### src/rtl/ppu_sched_pkg.sv
// Shared definitions for the PPU scheduler: raster defaults, mode codes
// and the state encodings of the raster FSM and the request arbiter.
package ppu_sched_pkg;

  localparam int unsigned H_TOTAL_DEF     = 800;
  localparam int unsigned V_TOTAL_DEF     = 525;
  localparam int unsigned ACK_TIMEOUT_DEF = 64;

  // PPU pattern modes
  localparam logic [2:0] MODE_PASS    = 3'd0;
  localparam logic [2:0] MODE_XOR     = 3'd1;
  localparam logic [2:0] MODE_STRIPES = 3'd2;

  typedef enum logic [1:0] {
    IDLE  = 2'd0,
    ALIGN = 2'd1,
    RUN   = 2'd2
  } main_state_e;

  typedef enum logic [1:0] {
    A_IDLE = 2'd0,
    A_BUSY = 2'd1,
    A_DONE = 2'd2
  } arb_state_e;

endpackage

### src/rtl/ppu_sched_if.sv
// Byte-stream bus between the two requesters, the scheduler and the PPU
// data port. master = scheduler side, slave = requesters/PPU side.
interface ppu_sched_if;
  logic [7:0] req0_data;
  logic       req0_stb;
  logic       req0_ack;
  logic [7:0] req1_data;
  logic       req1_stb;
  logic       req1_ack;
  logic [7:0] ppu_data;
  logic       ppu_stb;
  logic       ppu_ack;

  modport master (
    input  req0_data, req0_stb, req1_data, req1_stb, ppu_ack,
    output req0_ack, req1_ack, ppu_data, ppu_stb
  );

  modport slave (
    output req0_data, req0_stb, req1_data, req1_stb, ppu_ack,
    input  req0_ack, req1_ack, ppu_data, ppu_stb
  );
endinterface

### src/rtl/ppu_rr_arb.sv
// Two-way round-robin arbiter feeding the PPU strobe/ack port, with an
// ack watchdog that drops a byte the PPU never acknowledges.
module ppu_rr_arb
  import ppu_sched_pkg::*;
#(
  parameter int unsigned ACK_TIMEOUT = ACK_TIMEOUT_DEF
) (
  input  logic        clk,
  input  logic        rst_n,
  input  logic        run,
  ppu_sched_if.master bus,
  output logic        last_grant,
  output logic        err_timeout
);

  localparam int WD_W = (ACK_TIMEOUT > 1) ? $clog2(ACK_TIMEOUT) : 1;
  localparam logic [WD_W-1:0] WD_LAST = WD_W'(ACK_TIMEOUT - 1);

  arb_state_e      state_r;
  logic [WD_W-1:0] wd_r;
  logic            pick_s;

  // Select the requester to grant: alternate when both are asking.
  always_comb begin
    pick_s = 1'b0;
    if (bus.req0_stb && bus.req1_stb) begin
      pick_s = ~last_grant;
    end else if (bus.req1_stb) begin
      pick_s = 1'b1;
    end else begin
      pick_s = 1'b0;
    end
  end

  // Grant / wait-for-ack / cool-down sequencer with watchdog.
  always_ff @(posedge clk or negedge rst_n) begin
    if (!rst_n) begin
      state_r      <= A_IDLE;
      wd_r         <= '0;
      bus.ppu_data <= 8'd0;
      bus.ppu_stb  <= 1'b0;
      bus.req0_ack <= 1'b0;
      bus.req1_ack <= 1'b0;
      last_grant   <= 1'b0;
      err_timeout  <= 1'b0;
    end else begin
      bus.req0_ack <= 1'b0;
      bus.req1_ack <= 1'b0;
      case (state_r)
        A_IDLE: begin
          if (run && (bus.req0_stb || bus.req1_stb)) begin
            bus.ppu_data <= pick_s ? bus.req1_data : bus.req0_data;
            bus.ppu_stb  <= 1'b1;
            last_grant   <= pick_s;
            wd_r         <= '0;
            state_r      <= A_BUSY;
          end
        end
        A_BUSY: begin
          // An ack on the final watchdog cycle still counts as delivered.
          if (bus.ppu_ack || (wd_r == WD_LAST)) begin
            bus.ppu_stb <= 1'b0;
            if (last_grant) begin
              bus.req1_ack <= 1'b1;
            end else begin
              bus.req0_ack <= 1'b1;
            end
            if (!bus.ppu_ack) begin
              err_timeout <= 1'b1;
            end
            state_r <= A_DONE;
          end else begin
            wd_r <= wd_r + WD_W'(1);
          end
        end
        A_DONE: begin
          // Requester still shows the acked strobe this cycle; skip it.
          state_r <= A_IDLE;
        end
        default: begin
          state_r <= A_IDLE;
        end
      endcase
    end
  end

endmodule

### src/rtl/ppu_sched.sv
// PPU scheduler: raster counter aligned to the PPU via sync_o, mode
// changes applied only at frame boundaries, and the byte arbiter.
module ppu_sched
  import ppu_sched_pkg::*;
#(
  parameter int unsigned H_TOTAL     = H_TOTAL_DEF,
  parameter int unsigned V_TOTAL     = V_TOTAL_DEF,
  parameter int unsigned ACK_TIMEOUT = ACK_TIMEOUT_DEF
) (
  input  logic        clk,
  input  logic        rst_n,
  input  logic        enable,
  input  logic [2:0]  mode_req,
  input  logic        mode_req_vld,
  output logic [2:0]  mode,
  output logic        sync_o,
  output logic        frame_start,
  output logic [15:0] frame_cnt,
  ppu_sched_if.master bus,
  output logic        last_grant,
  output logic        err_timeout
);

  localparam int HX_W = $clog2(H_TOTAL);
  localparam int VY_W = $clog2(V_TOTAL);
  localparam logic [HX_W-1:0] HX_LAST = HX_W'(H_TOTAL - 1);
  localparam logic [VY_W-1:0] VY_LAST = VY_W'(V_TOTAL - 1);

  main_state_e     state_r;
  logic [HX_W-1:0] hx_r;
  logic [VY_W-1:0] vy_r;
  logic [2:0]      pending_r;
  logic            run_s;

  assign run_s = (state_r == RUN);

  // Pending mode: last strobe before a frame boundary wins.
  always_ff @(posedge clk or negedge rst_n) begin
    if (!rst_n) begin
      pending_r <= MODE_PASS;
    end else if (mode_req_vld) begin
      pending_r <= mode_req;
    end
  end

  // Raster FSM: idle, one-cycle alignment with the PPU, then free-running raster.
  always_ff @(posedge clk or negedge rst_n) begin
    if (!rst_n) begin
      state_r     <= IDLE;
      hx_r        <= '0;
      vy_r        <= '0;
      mode        <= MODE_PASS;
      sync_o      <= 1'b0;
      frame_start <= 1'b0;
      frame_cnt   <= 16'd0;
    end else begin
      sync_o      <= 1'b0;
      frame_start <= 1'b0;
      case (state_r)
        IDLE: begin
          hx_r <= '0;
          vy_r <= '0;
          if (enable) begin
            state_r <= ALIGN;
          end
        end
        ALIGN: begin
          mode    <= pending_r;
          sync_o  <= 1'b1;
          state_r <= RUN;
        end
        RUN: begin
          if (!enable) begin
            state_r <= IDLE;
            hx_r    <= '0;
            vy_r    <= '0;
          end else if (hx_r == HX_LAST) begin
            hx_r <= '0;
            if (vy_r == VY_LAST) begin
              // Frame end: pending_r here is the value before any same-cycle strobe.
              vy_r        <= '0;
              mode        <= pending_r;
              frame_cnt   <= frame_cnt + 16'd1;
              frame_start <= 1'b1;
            end else begin
              vy_r <= vy_r + VY_W'(1);
            end
          end else begin
            hx_r <= hx_r + HX_W'(1);
          end
        end
        default: begin
          state_r <= IDLE;
        end
      endcase
    end
  end

  ppu_rr_arb #(
    .ACK_TIMEOUT(ACK_TIMEOUT)
  ) u_arb (
    .clk         (clk),
    .rst_n       (rst_n),
    .run         (run_s),
    .bus         (bus),
    .last_grant  (last_grant),
    .err_timeout (err_timeout)
  );

endmodule
### src/flat_wrapper.sv
// flat-port wrapper written by rule: the top's interface ports become plain ports
module ppu_sched_flat import ppu_sched_pkg::*;
#(
  parameter int unsigned H_TOTAL     = H_TOTAL_DEF,
  parameter int unsigned V_TOTAL     = V_TOTAL_DEF,
  parameter int unsigned ACK_TIMEOUT = ACK_TIMEOUT_DEF
)
  (clk, rst_n, enable, mode_req, mode_req_vld, mode, sync_o, frame_start, frame_cnt, last_grant, err_timeout, bus_req0_data, bus_req0_stb, bus_req1_data, bus_req1_stb, bus_ppu_ack, bus_req0_ack, bus_req1_ack, bus_ppu_data, bus_ppu_stb);
  ppu_sched_if bus_i ();
  input  logic clk;
  input  logic rst_n;
  input  logic enable;
  input  logic [2:0] mode_req;
  input  logic mode_req_vld;
  output logic [2:0] mode;
  output logic sync_o;
  output logic frame_start;
  output logic [15:0] frame_cnt;
  output logic last_grant;
  output logic err_timeout;
  input wire logic [$bits(bus_i.req0_data)-1:0] bus_req0_data;
  input wire logic [$bits(bus_i.req0_stb)-1:0] bus_req0_stb;
  input wire logic [$bits(bus_i.req1_data)-1:0] bus_req1_data;
  input wire logic [$bits(bus_i.req1_stb)-1:0] bus_req1_stb;
  input wire logic [$bits(bus_i.ppu_ack)-1:0] bus_ppu_ack;
  output wire logic [$bits(bus_i.req0_ack)-1:0] bus_req0_ack;
  output wire logic [$bits(bus_i.req1_ack)-1:0] bus_req1_ack;
  output wire logic [$bits(bus_i.ppu_data)-1:0] bus_ppu_data;
  output wire logic [$bits(bus_i.ppu_stb)-1:0] bus_ppu_stb;
  assign bus_i.req0_data = bus_req0_data;
  assign bus_i.req0_stb = bus_req0_stb;
  assign bus_i.req1_data = bus_req1_data;
  assign bus_i.req1_stb = bus_req1_stb;
  assign bus_i.ppu_ack = bus_ppu_ack;
  assign bus_req0_ack = bus_i.req0_ack;
  assign bus_req1_ack = bus_i.req1_ack;
  assign bus_ppu_data = bus_i.ppu_data;
  assign bus_ppu_stb = bus_i.ppu_stb;
  ppu_sched #(.H_TOTAL(H_TOTAL), .V_TOTAL(V_TOTAL), .ACK_TIMEOUT(ACK_TIMEOUT)) u_core (.clk(clk), .rst_n(rst_n), .enable(enable), .mode_req(mode_req), .mode_req_vld(mode_req_vld), .mode(mode), .sync_o(sync_o), .frame_start(frame_start), .frame_cnt(frame_cnt), .bus(bus_i), .last_grant(last_grant), .err_timeout(err_timeout));
endmodule
### config.mk
export PLATFORM = sky130hd
export DESIGN_NAME = ppu_sched_flat
export DESIGN_NICKNAME = d
export VERILOG_FILES = /design/src/rtl/ppu_sched_pkg.sv /design/src/rtl/ppu_sched_if.sv /design/src/rtl/ppu_rr_arb.sv /design/src/rtl/ppu_sched.sv /design/src/flat_wrapper.sv
export SDC_FILE = /design/constraint.sdc
export NUM_CORES = 1
export LEC_CHECK = 0
export BUFFER_PORTS_ARGS = -buffer_cell sky130_fd_sc_hd__buf_2
export CORE_UTILIZATION = 32
export DETAILED_ROUTE_END_ITERATION = 10
export PLACE_DENSITY = 0.6
export SYNTH_ARGS = -nofsm -noshare
export SYNTH_HDL_FRONTEND = slang
export SYNTH_SLANG_ARGS = --single-unit
### constraint.sdc
create_clock -name clk -period 2 [get_ports clk]
set_input_delay 0.1 -clock clk [delete_from_list [all_inputs] [get_ports clk]]
set_output_delay 0.1 -clock clk [all_outputs]
set_load 0.01 [all_outputs]
==> results of run 1 <==
==> cell usage in the layout (no fill, tap or decap), types with 3 or more instances in the layout <==
| cell type | synthesis | routed |
|---|---|---|
| dfrtp_1 | 67 | 66 |
| buf_2 | 3 | 59 |
| nand2_1 | 38 | 38 |
| o21ai_0 | 31 | 30 |
| nor2_1 | 24 | 24 |
| nand3_1 | 19 | 19 |
| buf_4 | 1 | 18 |
| xor2_1 | 14 | 14 |
| clkbuf_8 | 0 | 12 |
| inv_1 | 9 | 9 |
| nor3_1 | 8 | 8 |
| xnor2_1 | 8 | 8 |
| mux2i_1 | 8 | 8 |
| nand4_1 | 7 | 7 |
| and3_1 | 6 | 5 |
| ha_1 | 5 | 5 |
| mux2_2 | 4 | 4 |
| a21oi_1 | 4 | 4 |
| nor3_2 | 5 | 4 |
| dlygate4sd3_1 | 0 | 4 |
| o21ai_1 | 2 | 3 |
| mux2_4 | 3 | 3 |
==> critical path, delay by kind of cell, from the launching register on <==
family / cells / cell delay (ns)
AO/OA/AOI/OAI: 1 / 0.39
adder cells (fa/ha/maj): 1 / 0.23
AND/OR/NAND/NOR: 3 / 0.44
buffers and inverters: 1 / 0.16
flip-flops: 1 / 0.39
XOR/XNOR: 1 / 0.15
==> worst paths after layout <==
path,start,cells after the start,to
min in group asynchronous,rst_n,3,u_core.u_arb.err_timeout
hold / removal,bus_req0_data[6],3,u_core.u_arb.bus.ppu_data[6]
hold reg to reg,u_core.u_arb.err_timeout,1,u_core.u_arb.err_timeout
setup reg to reg,u_core.hx_r[0],7,u_core.vy_r[7]
max in group asynchronous,rst_n,3,u_core.vy_r[0]
setup / recovery,u_core.hx_r[0],7,u_core.vy_r[7]
==> layout make-up <==
| class | instances | area [µm²] | share of cell area |
|---|---|---|---|
| flip-flops and latches | 67 | 1680 | 0.412 |
| multi-input cells | 227 | 1480 | 0.363 |
| repair buffers | 83 | 502 | 0.123 |
| well taps | 133 | 166 | 0.0409 |
| clock buffers | 12 | 165 | 0.0406 |
| clock inverters | 4 | 47.5 | 0.0117 |
| inverters | 9 | 33.8 | 0.00830 |
==> flip-flops by register name, summed over array words and instances, names as in the netlist <==
name and count:
u_core.u_arb.wd_r 6, u_core.u_arb.last_grant 1, u_core.pending_r 3, u_core.frame_start 1, u_core.mode 3, u_core.u_arb.bus.req1_ack 1, u_core.state_r 2, u_core.u_arb.err_timeout 1
u_core.vy_r 10, u_core.u_arb.bus.ppu_stb 1, u_core.u_arb.bus.ppu_data 8, u_core.u_arb.bus.req0_ack 1, u_core.sync_o 1, u_core.hx_r 10, u_core.u_arb.state_r 2, u_core.frame_cnt 16
==> what timing repair did <==
item,in CTS,in global routing
setup buffers,0,1
gates resized for setup,1,4
setup endpoints to repair,3,16
pin swaps,0,3
hold buffers,4,0
endpoints found under the hold margin,70,0
==> cells by family after synthesis <==
| family | after synthesis | share of synthesized area |
|---|---|---|
| adder cells (fa/ha/maj) | 5 | 0.0194 |
| AND/OR/NAND/NOR | 134 | 0.229 |
| flip-flops | 67 | 0.521 |
| multiplexers | 15 | 0.0528 |
| XOR/XNOR | 22 | 0.0598 |
| AO/OA/AOI/OAI | 51 | 0.0929 |
| buffers and inverters | 18 | 0.0256 |
==> where the power goes <==
| part | internal (µW) | switching (µW) | total, µW | leakage, µW |
|---|---|---|---|---|
| combinational | 412 | 517 | 929 | 0.00101 |
| clock | 673 | 488 | 1160 | 0.000108 |
| sequential | 1560 | 137 | 1700 | 0.000893 |
| total | 2640 | 1140 | 3790 | 0.00202 |
==> routing by layer <==
| layer | share of wire | GRT usage |
|---|---|---|
| met3 | 0.050 | 0.0472 |
| met1 | 0.47 | 0.176 |
| met5 | 0 | 0 |
| met2 | 0.48 | 0.219 |
| met4 | 0.0017 | 0.0220 |
==> through the flow <==
step | total power, µW | setup TNS, ns | hold slack (ns)
2_1_floorplan | 2260 | 0 | -0.196
3_3_place_gp | 2620 | 0 | 0.149
3_5_place_dp | 2650 | -0.0721 | 0.149
4_1_cts | 3850 | 0 | 0.0326
5_1_grt | 4040 | 0 | 0.0385
6_report | 3790 | 0 | 0.0503
==> results.toml, run 1 <==
[floorplanning]
die_h_um = 102
ioPinCount = 60
std_cell_rows = 36
chipWidth_um = 102
die_area_um2 = 10500
start_util = 0.329
coreArea_um2 = 9770

[final_layout]
post-route-util = 0.416
antenna_cells = 0
fillers = 958
fin_area_um2 = 4070
drive_gt1_frac = 0.299
fin_cells = 535
final_nets = 428
area_growth_pct = 26.4

[drt]
dr.pass1.iters = 4
drt_iter0_drc = 99
vias_per_cell = 4.78
vias = 2558
drc = 0
wire_per_inst_um = 12.1
wl_um = 6460
drt.antenna.violating_nets = 0

[clock_network]
clockBufferDepth = 2
cts_tree = "built"
clock-sinks = 67
clk_pin_slew_ns = 0.07
cts_buffers = 9
clockRootBuffer = "clkbuf_8"
clkLatencyLatePin_ns = 0.34
htree_num_levels = 3

[setup_path]
timing.critical_path.required_ns = 2.21
slowest_delay_ns = 0.39
cp_slowest_cell = "dfrtp_1"
worstSetupPathType = "reg -> reg"
reg2reg_slack_ns = 0.13
startpoint_type = "register"
worstPathMaxFanout = 5
worst_setup_path_end_kind = "register"
path_cells = "ha_1 > nand4_4 > o31a_1 > buf_4 > nor3_1 > xnor2_1 > nor2_1"
worst-endpoint-arrival_ns = 2.08

[status]
status = "finished, final reports clean"

[power_and_ir_drop]
vdd_drop_max_mv = 0.562
p_leak_uw = 0.00202
p_per_area_nw_per_um2 = 930

[yosys]
synth_area_leaders = "dfrtp_1 52%, o21ai_0 4.8%, nand2_1 4.4%"
synth_flop_cell = "dfrtp_1"
yosysSeqAreaShare = 0.521
synth_edf_count = 0
synth_top_area_cell = "dfrtp_1"
synth.distinct_cells = 51
synth_cells = 312
syn_area_per_cell_um2 = 10.3
synth_most_common_cell = "dfrtp_1"
synth_common_cells = "67 x dfrtp_1, 38 x nand2_1, 31 x o21ai_0"
synth.top_cell.area_share = 0.521
synth_fp_nets = 343
ys_ff_latch = 67
synth-async-reset-ratio = 1.00
yosys_warnings = 0
synth_area_um2 = 3220

[timing]
fmax_mhz = 536
worst-slew-pin-transition_ns = 0.370
rsz0062_at_grt = "false"
final_hold_viol_count = 0
finalCritPeriodShare = 0.933
relSlewSlack = 0.750
fin_crit_ns = 1.87
finClkSkew_ns = 0.00929
setup_ws_ns = 0.133
setup_viol = 0
slew_viol_final = 0

[placed_design]
gp_congestion = 0.813
dp.cells = 514
dp.final_hpwl_um = 4660
io_buffer_count = 59
place_area_um2 = 3790
place_ws_ns = -0.0251

[grt]
grt_pass1_vias = 2497
grt_pass1_wl_um = 11100
antenna_found_initial = 0
grt_max_degree = 68
track_usage = 0.135
grt_overflow = 0

[worst_hold_path]
hold_class = "in -> reg"

[flow_run]
cap_violations = 0
Note: power is estimated with default switching activity, not from simulation.
==> inputs of run 2 (changes only) <==
--- a/config.mk
+++ b/config.mk
@@ -11,4 +11,5 @@
 export PLACE_DENSITY = 0.6
 export SYNTH_ARGS = -nofsm -noshare
 export SYNTH_HDL_FRONTEND = slang
+export SYNTH_HIERARCHICAL = 1
 export SYNTH_SLANG_ARGS = --single-unit
==> results.toml, run 2 <==
[yosys]
synth_fa_ha_area_frac = 0.0188
synth-async-reset-ratio = 1.00
yosysSeqAreaShare = 0.503
ys_ff_latch = 67
syn_area_per_cell_um2 = 10.7
synth_cells = 310
synth.mux.area_fraction = 0.0646
synthSimpleGateAreaFrac = 0.213
synth_common_cells = "67 x dfrtp_1, 23 x nor2_1, 19 x xnor2_1"
synth_compound_area_frac = 0.118
synth_top_family_by_area = "simple AND/OR/NAND/NOR gates"
synth_most_common_cell = "dfrtp_1"
synth_xor_area_frac = 0.0552
synth.distinct_cells = 55
synth_fp_nets = 341
synth_edf_count = 0
synth.top_cell.area_share = 0.503
synth_area_leaders = "dfrtp_1 50%, xnor2_1 5.0%, mux2i_1 3.3%"
synth_area_um2 = 3330
yosys_warnings = 6
synth_top_area_cell = "dfrtp_1"
synth_flop_cell = "dfrtp_1"

[grt]
antenna_found_initial = 0
track_usage = 0.139
grt_pass1_vias = 2653
grt_max_degree = 68
grt_pass1_wl_um = 12400
grt_overflow = 0

[setup_path]
r2r_cells = 7
startpoint_type = "register"
timing.critical_path.required_ns = 2.22
reg2reg_from = "u_core/hx_r[1]"
worstSetupPathType = "reg -> reg"
worst_setup_path_end_kind = "register"
worstPathMaxFanout = 6
worst-endpoint-arrival_ns = 2.10
rr_endpoint = "u_core/frame_cnt[15]"
reg2reg_slack_ns = 0.12

[final_layout]
multi_input_comb_area_um2 = 1570
final_common_cell = "dfrtp_1"
seqCellArea_um2 = 1680
top_register = "u_core/frame_cnt"
largest_reg_flops = 16
final_nets = 422
layout_common_cells = "67 x dfrtp_1, 59 x buf_2, 23 x nor2_1"
fillers = 978
top_regs = "u_core/frame_cnt (16), u_core/hx_r (10), u_core/vy_r (10)"
antenna_cells = 0
fin_cells = 529
drive_gt1_frac = 0.306
area_growth_pct = 25.3

[timing]
finClkSkew_ns = 0.0115
slew_viol_final = 0
setup_viol = 0
worst-slew-pin-transition_ns = 0.449
finalCritPeriodShare = 0.938
final_hold_viol_count = 0
fin_crit_ns = 1.88
setup_ws_ns = 0.123
holdWs_ns = 0.0423
relSlewSlack = 0.700
fmax_mhz = 533

[floorplanning]
die_area_um2 = 10800
die_h_um = 104
coreArea_um2 = 9910
start_util = 0.336
ioPinCount = 60
chipWidth_um = 104
std_cell_rows = 36

[worst_hold_path]
min_to = "u_core/state_r[0]"
worstHoldStart = "enable"
hold_class = "in -> reg"
whs_path_depth = 2

[clock_network]
clk_pin_slew_ns = 0.07
cts_buffers = 9
clockRootBuffer = "clkbuf_8"
clkLatencyLatePin_ns = 0.34
clock-sinks = 67
clockBufferDepth = 2
htree_num_levels = 3
cts_tree = "built"

[placed_design]
dp.cells = 508
gp_congestion = 0.785
io_buffer_count = 59
place_ws_ns = 0.0880
dp.final_hpwl_um = 4960

[power_and_ir_drop]
p_per_area_nw_per_um2 = 983
p_leak_uw = 0.00191
vdd_drop_max_mv = 0.373

[drt]
dr.pass1.iters = 4
wire_per_inst_um = 13.2
vias_per_cell = 4.94
vias = 2613
drc = 0
drt.antenna.violating_nets = 0
drt_iter0_drc = 96
wl_um = 6970

[flow_run]
cap_violations = 0

[status]
status = "finished, final reports clean"
## run 2: changes by cell type after synthesis, sizes merged, moves of 4 or more
cell   previous run  this run
nand2            38        16
o21ai            33        19
xor2             14         2
xnor2             8        19
nand3            19        11
nand4             9        16
a21oi             4         8
nor2b             0         4
or3               2         6
## run 2: report_power, final
| group | total (µW) | leakage (µW) | internal [µW] | switching [µW] |
|---|---|---|---|---|
| logic | 1050 | 0.000899 | 475 | 574 |
| registers | 1750 | 0.000898 | 1590 | 167 |
| clock network | 1300 | 0.000116 | 774 | 523 |
| total | 4100 | 0.00191 | 2840 | 1260 |
## run 2: per-layer routing
layer	share of wire	track usage
met1	0.46	0.177
met2	0.48	0.230
met3	0.047	0.0370
met4	0.0036	0.0459
met5	0	0
## run 2: cell type report
cell class | count | share of cell area
timing repair buffer | 83 | 0.119
sequential | 67 | 0.402
tap | 133 | 0.0399
clock buffer | 11 | 0.0363
inverter | 8 | 0.00719
multi-input combinational | 222 | 0.375
clock inverter | 5 | 0.0204
## run 2: logic make-up after synthesis
| kind of cell | count (synthesis) |
|---|---|
| buffers and inverters | 21 |
| muxes | 20 |
| and+or+nand+nor | 120 |
| DFF | 67 |
| xor gates and xnor gates | 21 |
| AOI/OAI and AO/OA | 56 |
| adders and majority gates | 5 |
## run 2: worst max-delay path, cell delays in order (launching register included)
cell,delay [ns]
dfrtp_1,0.40
ha_1,0.22
nand4_1,0.24
buf_4,0.24
nor4_2,0.22
buf_4,0.19
nand4_1,0.11
xnor2_1,0.14
## run 2: through the flow
stage / instance area (µm²) / TNS, ns / util / total power, µW
global placement: 3890 / 0 / 0.392 / 2800
detailed placement: 3890 / 0 / 0.392 / 2830
finish: 4170 / 0 / 0.421 / 4100
CTS: 4160 / 0 / 0.420 / 4150
floorplan: 3330 / 0 / - / 2430
global route: 4170 / -0.00457 / 0.421 / 4370
## run 2: worst max-delay path by stage
stage | cells after the start | slack (ns) | from | endpoint
final | 7 | 0.12 | u_core/hx_r[1] | u_core/frame_cnt[15]
after global routing | 7 | -0.004 | u_core/hx_r[0] | u_core/frame_cnt[15]
after CTS | 6 | 0.08 | u_core/hx_r[0] | u_core/mode[0]
after detailed placement | 6 | 0.09 | u_core/hx_r[0] | u_core/mode[0]
after global placement | 6 | 0.12 | u_core/hx_r[0] | u_core/mode[2]
after floorplan | 6 | 0.25 | u_core/hx_r[0] | u_core/vy_r[3]
## run 2: repair_timing
item | CTS | global route
setup buffers | 0 | 1
resized for setup | 0 | 1
hold buffers | 4 | 0
endpoints found under the setup margin | 0 | 13
endpoints found under the hold margin | 70 | 0
